===== src/rtl/mac_job_sequencer_if.sv =====
// -----------------------------------------------------------------------------
// mac_job_sequencer_if
//
// Bundles the operand stream, the vector/result bus to the 16-lane dot-product
// MAC, and the result stream of mac_job_sequencer.
//
//   slave  : the sequencer itself
//   master : everything around it (operand source, MAC, result consumer)
//
// Signals
//   in_valid/in_ready/in_a/in_b/in_last  operand-pair stream into the sequencer
//   vec_a/vec_b                          N x DW vectors driven to the MAC
//   mac_result                           RW-bit dot product returned by the MAC
//   out_valid/out_ready/out_result       result stream out of the sequencer
//   out_err                              job closed on lane count, no in_last
//   busy                                 a job is in progress
// -----------------------------------------------------------------------------
interface mac_job_sequencer_if #(
  parameter int N  = 16,
  parameter int DW = 32,
  parameter int RW = 64
) ();

  logic                 in_valid;
  logic                 in_ready;
  logic signed [DW-1:0] in_a;
  logic signed [DW-1:0] in_b;
  logic                 in_last;

  // Lane k of each vector is the k-th accepted pair of the job.
  logic [N-1:0][DW-1:0] vec_a;
  logic [N-1:0][DW-1:0] vec_b;
  logic signed [RW-1:0] mac_result;

  logic                 out_valid;
  logic                 out_ready;
  logic signed [RW-1:0] out_result;
  logic                 out_err;
  logic                 busy;

  modport slave (
    input  in_valid, in_a, in_b, in_last, mac_result, out_ready,
    output in_ready, vec_a, vec_b, out_valid, out_result, out_err, busy
  );

  modport master (
    output in_valid, in_a, in_b, in_last, mac_result, out_ready,
    input  in_ready, vec_a, vec_b, out_valid, out_result, out_err, busy
  );

endinterface


===== src/rtl/mac_job_sequencer.sv =====
// -----------------------------------------------------------------------------
// mac_job_sequencer
//
// Initiator-side front end of the pipelined dot-product MAC. Operand pairs are
// accepted one per cycle and written into consecutive lanes of the A/B vector
// registers. A job closes on in_last or when the last lane is filled. The
// vectors are then held for MAC_LAT edges, the MAC output is captured, and the
// result is offered on the output stream until taken. Taking the result clears
// all lanes, so a short job leaves its unused lanes at zero.
//
// Parameters
//   N        lanes per vector (power of two)
//   DW       signed operand width
//   RW       signed result width; must equal the MAC output width
//   MAC_LAT  edges the vectors are held before sampling mac_result (1..255)
//
// Ports
//   clk   rising-edge clock
//   rst   asynchronous, active-high reset
//   bus   mac_job_sequencer_if.slave (operand stream, MAC bus, result stream)
// -----------------------------------------------------------------------------
module mac_job_sequencer #(
  parameter int N       = 16,
  parameter int DW      = 32,
  parameter int RW      = 64,
  parameter int MAC_LAT = 3
) (
  input  logic                  clk,
  input  logic                  rst,
  mac_job_sequencer_if.slave    bus
);

  localparam int             IW     = $clog2(N);
  localparam logic [7:0]     LAT_M1 = 8'(MAC_LAT - 1);
  localparam logic [IW-1:0]  LAST_LANE_IDX = IW'(N - 1);

  typedef enum logic [1:0] {
    S_FILL,
    S_WAIT,
    S_OUT
  } state_e;

  state_e               state_q;
  logic [IW-1:0]        idx_q;
  logic [7:0]           cnt_q;
  logic                 err_q;
  logic                 in_ready_q;
  logic                 out_valid_q;
  logic                 out_err_q;
  logic signed [RW-1:0] out_result_q;
  logic [N-1:0][DW-1:0] vec_a_q;
  logic [N-1:0][DW-1:0] vec_b_q;

  logic                 accept;
  logic                 last_lane;
  logic                 close_job;
  logic                 take_result;
  logic [IW-1:0]        idx_d;

  // in_ready_q is only ever set while in FILL, so it alone qualifies an accept.
  assign accept      = in_ready_q & bus.in_valid;
  assign last_lane   = (idx_q == LAST_LANE_IDX);
  assign close_job   = accept & (bus.in_last | last_lane);
  assign take_result = out_valid_q & bus.out_ready;
  assign idx_d       = idx_q + IW'(1);

  always_ff @(posedge clk or posedge rst) begin
    if (rst) begin
      state_q      <= S_FILL;
      idx_q        <= '0;
      cnt_q        <= '0;
      err_q        <= 1'b0;
      // in_ready stays low through reset and rises on the first edge after it.
      in_ready_q   <= 1'b0;
      out_valid_q  <= 1'b0;
      out_err_q    <= 1'b0;
      out_result_q <= '0;
      // NOTE: the lanes are plain flops, not a RAM, so resetting them is cheap
      // and it is what guarantees a zero vector to the MAC after reset.
      vec_a_q      <= '0;
      vec_b_q      <= '0;
    end else begin
      // NOTE: every state register here uses <=, so all of them update from the
      // same pre-edge values regardless of statement order.
      unique case (state_q)
        S_FILL: begin
          in_ready_q <= 1'b1;
          if (accept) begin
            vec_a_q[idx_q] <= bus.in_a;
            vec_b_q[idx_q] <= bus.in_b;
            if (close_job) begin
              // Running out of lanes without in_last is a framing error.
              err_q      <= last_lane & ~bus.in_last;
              idx_q      <= '0;
              cnt_q      <= LAT_M1;
              in_ready_q <= 1'b0;
              state_q    <= S_WAIT;
            end else begin
              idx_q <= idx_d;
            end
          end
        end

        S_WAIT: begin
          if (cnt_q == 8'd0) begin
            out_result_q <= bus.mac_result;
            out_err_q    <= err_q;
            out_valid_q  <= 1'b1;
            state_q      <= S_OUT;
          end else begin
            cnt_q <= cnt_q - 8'd1;
          end
        end

        S_OUT: begin
          if (take_result) begin
            // Clearing here is what zero-fills the unused lanes of a short job.
            vec_a_q     <= '0;
            vec_b_q     <= '0;
            out_valid_q <= 1'b0;
            in_ready_q  <= 1'b1;
            state_q     <= S_FILL;
          end
        end

        default: begin
          state_q <= S_FILL;
        end
      endcase
    end
  end

  assign bus.in_ready   = in_ready_q;
  assign bus.vec_a      = vec_a_q;
  assign bus.vec_b      = vec_b_q;
  assign bus.out_valid  = out_valid_q;
  assign bus.out_result = out_result_q;
  assign bus.out_err    = out_err_q;
  // Decoded from registers only; no input reaches busy combinationally.
  assign bus.busy       = (state_q != S_FILL) || (idx_q != '0);

endmodule


===== src/flat_wrapper.sv =====
// flat-port wrapper written by rule: the top's interface ports become plain ports
module mac_job_sequencer_flat 
#(
  parameter int N       = 16,
  parameter int DW      = 32,
  parameter int RW      = 64,
  parameter int MAC_LAT = 3
)
  (clk, rst, bus_in_valid, bus_in_a, bus_in_b, bus_in_last, bus_mac_result, bus_out_ready, bus_in_ready, bus_vec_a, bus_vec_b, bus_out_valid, bus_out_result, bus_out_err, bus_busy);
  mac_job_sequencer_if #(.N(N), .DW(DW), .RW(RW)) bus_i ();
  input  logic clk;
  input  logic rst;
  input wire logic [$bits(bus_i.in_valid)-1:0] bus_in_valid;
  input wire logic [$bits(bus_i.in_a)-1:0] bus_in_a;
  input wire logic [$bits(bus_i.in_b)-1:0] bus_in_b;
  input wire logic [$bits(bus_i.in_last)-1:0] bus_in_last;
  input wire logic [$bits(bus_i.mac_result)-1:0] bus_mac_result;
  input wire logic [$bits(bus_i.out_ready)-1:0] bus_out_ready;
  output wire logic [$bits(bus_i.in_ready)-1:0] bus_in_ready;
  output wire logic [$bits(bus_i.vec_a)-1:0] bus_vec_a;
  output wire logic [$bits(bus_i.vec_b)-1:0] bus_vec_b;
  output wire logic [$bits(bus_i.out_valid)-1:0] bus_out_valid;
  output wire logic [$bits(bus_i.out_result)-1:0] bus_out_result;
  output wire logic [$bits(bus_i.out_err)-1:0] bus_out_err;
  output wire logic [$bits(bus_i.busy)-1:0] bus_busy;
  assign bus_i.in_valid = bus_in_valid;
  assign bus_i.in_a = bus_in_a;
  assign bus_i.in_b = bus_in_b;
  assign bus_i.in_last = bus_in_last;
  assign bus_i.mac_result = bus_mac_result;
  assign bus_i.out_ready = bus_out_ready;
  assign bus_in_ready = bus_i.in_ready;
  assign bus_vec_a = bus_i.vec_a;
  assign bus_vec_b = bus_i.vec_b;
  assign bus_out_valid = bus_i.out_valid;
  assign bus_out_result = bus_i.out_result;
  assign bus_out_err = bus_i.out_err;
  assign bus_busy = bus_i.busy;
  mac_job_sequencer #(.N(N), .DW(DW), .RW(RW), .MAC_LAT(MAC_LAT)) u_core (.clk(clk), .rst(rst), .bus(bus_i));
endmodule

===== config.mk =====
export PLATFORM = sky130hd
export DESIGN_NAME = mac_job_sequencer_flat
export DESIGN_NICKNAME = d
export VERILOG_FILES = /design/src/rtl/mac_job_sequencer_if.sv /design/src/rtl/mac_job_sequencer.sv /design/src/flat_wrapper.sv
export SDC_FILE = /design/constraint.sdc
export NUM_CORES = 2
export LEC_CHECK = 0
export BUFFER_PORTS_ARGS = -buffer_cell sky130_fd_sc_hd__buf_2
export CORE_AREA = 10 10 475 477
export CTS_BUF_LIST = sky130_fd_sc_hd__clkbuf_4 sky130_fd_sc_hd__clkbuf_8 sky130_fd_sc_hd__clkbuf_16
export DETAILED_ROUTE_END_ITERATION = 6
export DIE_AREA = 0 0 485 487
export GPL_TIMING_DRIVEN = 1
export HOLD_SLACK_MARGIN = 0.02
export PLACE_DENSITY = 0.47
export SLEW_MARGIN = 20
export SYNTH_ARGS = -nofsm -noshare
export SYNTH_HDL_FRONTEND = slang
export SYNTH_SLANG_ARGS = --single-unit

===== constraint.sdc =====
create_clock -name clk -period 106.2 [get_ports clk]
set_input_delay 15.93 -clock clk [delete_from_list [all_inputs] [get_ports clk]]
set_output_delay 15.93 -clock clk [all_outputs]
set_load 0.01 [all_outputs]

==> tab_implementation.tex <==
\begin{tabular}{lr}
\hline
Metric & Value \\
\hline
\multicolumn{2}{l}{\textbf{Synthesis}} \\
\quad Synthesized flop and latch total & 1106 \\
\quad Sequential element share of the synthesized area & 69.1\% \\
\quad Yosys Warn Count & 0 \\
\quad Top cell type's share of synthesized area & 69.1\% \\
\quad Dominant cell type by area after synthesis & dfrtp\_1 \\
\quad Cells taking the most area after synthesis & dfrtp\_1 (69\%), o2bb2ai\_1 (22\%), buf\_2 (1.7\%), mux2\_4 (1.1\%), mux2\_2 (1.0\%) \\
\quad Syn Std Cell Area & 40000 sq um \\
\quad Ys flop type & dfrtp\_1 \\
\quad Fraction of registers with async set or reset after synthesis & 100\% \\
\quad Mean Syn Cell Area & 14.9 sq um \\
\quad Number of flops mapped to enable cells by yosys & 0 \\
\quad Netlist cell types & 44 \\
\quad Gate count of the mapped netlist & 2682 \\
\quad Number of nets in the synthesized netlist & 2821 \\
\multicolumn{2}{l}{\textbf{Detailed routing}} \\
\quad Routed vias/inst & 4.56 \\
\quad Detailed-routing iteration count for the pre-antenna-repair pass & 5 \\
\quad DRT antenna net count & 0 \\
\quad DRC violation total after the first TritonRoute iteration & 2309 \\
\quad Wire per inst & 31.0 um \\
\quad DR vias & 30900 \\
\quad Routed wire length & 210 mm \\
\quad DR DRC count & 0 \\
\multicolumn{2}{l}{\textbf{Pwr}} \\
\quad Pwr Total & 1.60 mW \\
\quad Power dissipated by switching net loads & 586 uW \\
\quad Static Leakage & 25.8 nW \\
\quad Fraction of power consumed by sequential logic & 39.7\% \\
\quad Switching part of the total power & 36.6\% \\
\quad Total power density per cell area & 29.9 nW/um\^{}2 \\
\quad Share of total power in combinational logic & 32.2\% \\
\quad Worst supply voltage drop on vdd & 0.0169 mV \\
\quad Design internal power & 1.01 mW \\
\quad Relative contribution of the clock network to total power & 28.2\% \\
\multicolumn{2}{l}{\textbf{Setup path}} \\
\quad Setup CP Type & in2async \\
\quad Arr. time, crit path & 19.80 ns \\
\quad Max FO, Critical Path & 109 \\
\quad Crit path required time & 106.94 ns \\
\quad Category of the worst setup path capture point & async pin \\
\quad Register-to-register setup slack & 102.86 ns \\
\quad Startpoint of the worst setup timing path & rst \\
\quad Reg-to-reg endpoint & u\_core.bus.vec\_a[420] \\
\quad Worst reg2reg path startpoint & u\_core.state\_q[0] \\
\quad Worst Setup Start Kind & input pin \\
\quad Capture point of the critical path & u\_core.bus.vec\_b[137] \\
\quad Depth of the worst register-to-register path & 5 \\
\multicolumn{2}{l}{\textbf{Clocking}} \\
\quad Number of gates given a new drive strength after cts & 0 \\
\quad Clock Tree Root & clkbuf\_16 \\
\quad Bufs on Longest Clock Path & 3 \\
\quad CTS tree & built \\
\quad Number of sinks driven by the clock tree & 1106 \\
\quad CTS hold repair buffers & 0 \\
\quad Clock buffer count from CTS & 120 \\
\quad Number of setup buffers added after CTS & 0 \\
\quad CTS clk-pin slew, worst paths & 0.06 ns \\
\quad Source-to-sink clock delay at the later pin of the worst-skew pair & 0.79 ns \\
\quad Number of H-tree levels & 3 \\
\multicolumn{2}{l}{\textbf{Timing}} \\
\quad Setup TNS Final & 0 ns \\
\quad Number of setup violations in the final report & 0 \\
\quad Period minus WS final & 19.05 ns \\
\quad Slew of the pin with the lowest slew margin & 1.17 ns \\
\quad Endpoints failing hold & 0 \\
\quad Final cycle utilization of the critical path & 17.9\% \\
\quad Final clock skew & 0.103 ns \\
\quad Setup repair after global routing missed its margin & false \\
\quad Number of pins with negative max-slew slack in the final report & 0 \\
\quad Worst max-slew margin expressed relative to the limit & 22.2\% \\
\quad Max Clock Freq & 0.0525 GHz \\
\multicolumn{2}{l}{\textbf{Finish}} \\
\quad NumNets Final & 3951 \\
\quad Final non-filler cell total & 6771 \\
\quad Design Area, Final & 53500 sq um \\
\quad Fraction of final layout cells sized beyond drive strength 1 & 41.9\% \\
\quad Layout overhead on the synthesized area & 33.5\% \\
\multicolumn{2}{l}{\textbf{Die}} \\
\quad Initial core utilization & 18.5\% \\
\quad Die X & 485 um \\
\quad Floorplan die area & 236000 sq um \\
\quad Boundary pin count & 1225 \\
\quad Chip Height & 487 um \\
\quad Row Count & 171 \\
\quad CORE AREA & 216000 sq um \\
\multicolumn{2}{l}{\textbf{Placement}} \\
\quad Placed cell areas & 49200 sq um \\
\quad Half-perimeter wire length after detailed placement & 144 mm \\
\quad Quantity of I/O buffers inserted on ports & 1224 \\
\quad Inst Count DP & 6543 \\
\quad Gpl congestion & 0.804 \\
\multicolumn{2}{l}{\textbf{Worst hold path}} \\
\quad Startpoint of the tightest hold check path & u\_core.bus.vec\_b[219] \\
\quad Type of the most critical hold path & reg2reg \\
\multicolumn{2}{l}{\textbf{Global route}} \\
\quad Number of antenna violations at the first check in global routing & 27 \\
\quad Remaining Overflow, GRT & 0 \\
\quad Via count of the first global-routing pass & 32300 \\
\quad Largest net degree at the start of global routing & 158 \\
\quad Global-route wire length before repair & 285 mm \\
\quad Overall global routing resource usage & 17.0\% \\
\multicolumn{2}{l}{\textbf{Flow run}} \\
\quad Max-cap viol count & 0 \\
\multicolumn{2}{l}{\textbf{Status}} \\
\quad Result of the run & completed \\
\hline
\end{tabular}
==> kinds of logic (layout without fill, tap and decap cells) <==
kind of cell	Yosys count	count (layout)	synth area share, %
flip-flops	1106	1106	69.1
XOR/XNOR	4	4	0.0875
multiplexers	66	66	2.13
buffers and inverters	304	1526	3.86
other	0	13	0
adder cells (fa/ha/maj)	6	6	0.187
AO/OA/AOI/OAI	1060	1060	23.0
AND/OR/NAND/NOR	136	136	1.62
==> final cells by class <==
type	count	area, sq um
clock buffer	176	3580
antenna	13	32.5
fill	22900	163000
clock inverter	38	691
inverter	6	30.0
sequential	1106	27700
timing repair buffer	1306	6770
tap	2854	3570
multi-input combinational	1272	11100
==> metal layers <==
metal	track usage (%)	share of wire (%)	vias to the layer above
met2	27.3	46	1680
li1	-	-	12500
met4	5.26	3.1	8
met5	0	0.028	-
met1	21.5	42	16300
met3	5.54	8.7	297
==> worst max-delay path, cell delays in order <==
cell   delay (ns)
buf_2        0.13
inv_8        0.52
buf_4        0.62
buf_4        0.73
buf_4        0.74
buf_4        0.82
==> synth_stat cells (2+ instances only) <==
master and number:
nor3b_1 2, and3_1 5, nor3_1 3, nand3_1 8, a21oi_1 14, a22o_1 32, a31oi_1 2, inv_1 5
xnor2_1 3, buf_4 9, buf_6 27, clkbuf_1 110, ha_1 6, dfrtp_1 1106, mux2_4 29, and2_1 2
nor2b_1 3, o21ai_0 4, nand2_1 86, nor2_1 4, o21ai_2 4, buf_2 136, buf_1 16, nand2b_1 14
o2bb2ai_1 997, mux2_2 37
==> worst min-delay path by stage <==
stage / end / slack, ns / depth (start not counted)
finish: u_core.bus.vec_b[219] / 0.48 / 1
global route: u_core.bus.vec_a[251] / 0.49 / 1
CTS: u_core.bus.vec_b[230] / 0.48 / 1
detailed placement: u_core.bus.vec_a[133] / 0.47 / 1
global placement: u_core.bus.vec_a[163] / 0.47 / 1
floorplan: u_core.bus.out_err / 0.48 / 1
==> flip-flops by register name, summed over array words and instances, names as in the netlist <==
register / flops
u_core.bus.out_err: 1
u_core.state_q: 2
u_core.bus.out_valid: 1
u_core.bus.out_result: 64
u_core.bus.vec_a: 512
u_core.err_q: 1
u_core.bus.vec_b: 512
u_core.idx_q: 4
u_core.cnt_q: 8
u_core.bus.in_ready: 1
==> cell usage in the layout, fill, tap and decap left out, types with 3 or more instances in the layout <==
cell type / instances
o21ai_0: 4
dfrtp_1: 1106
bufinv_16: 13
clkinv_4: 4
nand2_4: 12
clkbuf_16: 120
a22o_1: 32
nand2_2: 6
o2bb2ai_1: 997
mux2_4: 29
clkinvlp_4: 5
diode_2: 13
ha_1: 6
and3_1: 5
nand3_1: 5
clkinv_16: 5
buf_2: 1224
nor2_1: 4
nand2b_4: 12
a21oi_1: 14
inv_1: 4
o21ai_4: 4
clkbuf_4: 31
nand3_4: 4
inv_6: 3
buf_4: 80
clkinv_2: 7
xnor2_1: 3
clkbuf_8: 25
mux2_2: 37
nand2_1: 68
nor3_1: 3
==> stage by stage <==
stage	hold WS, ns	setup WS (ns)	util (%)
after global routing	0.492	86.63	24.7
after global placement	0.466	86.17	22.7
after detailed placement	0.468	86.14	22.7
final	0.481	87.15	24.7
after CTS	0.484	87.01	24.7
after floorplan	0.481	59.13	-
==> power groups by stage <==
stage	Clock [mW]	Combinational, mW	Sequential, mW
floorplan	0	0.183	0.686
global placement	0	0.522	0.637
detailed placement	0	0.526	0.634
CTS	0.461	0.527	0.632
global route	0.477	0.550	0.648
finish	0.451	0.515	0.635
Note: power is estimated with default switching activity, not from simulation.
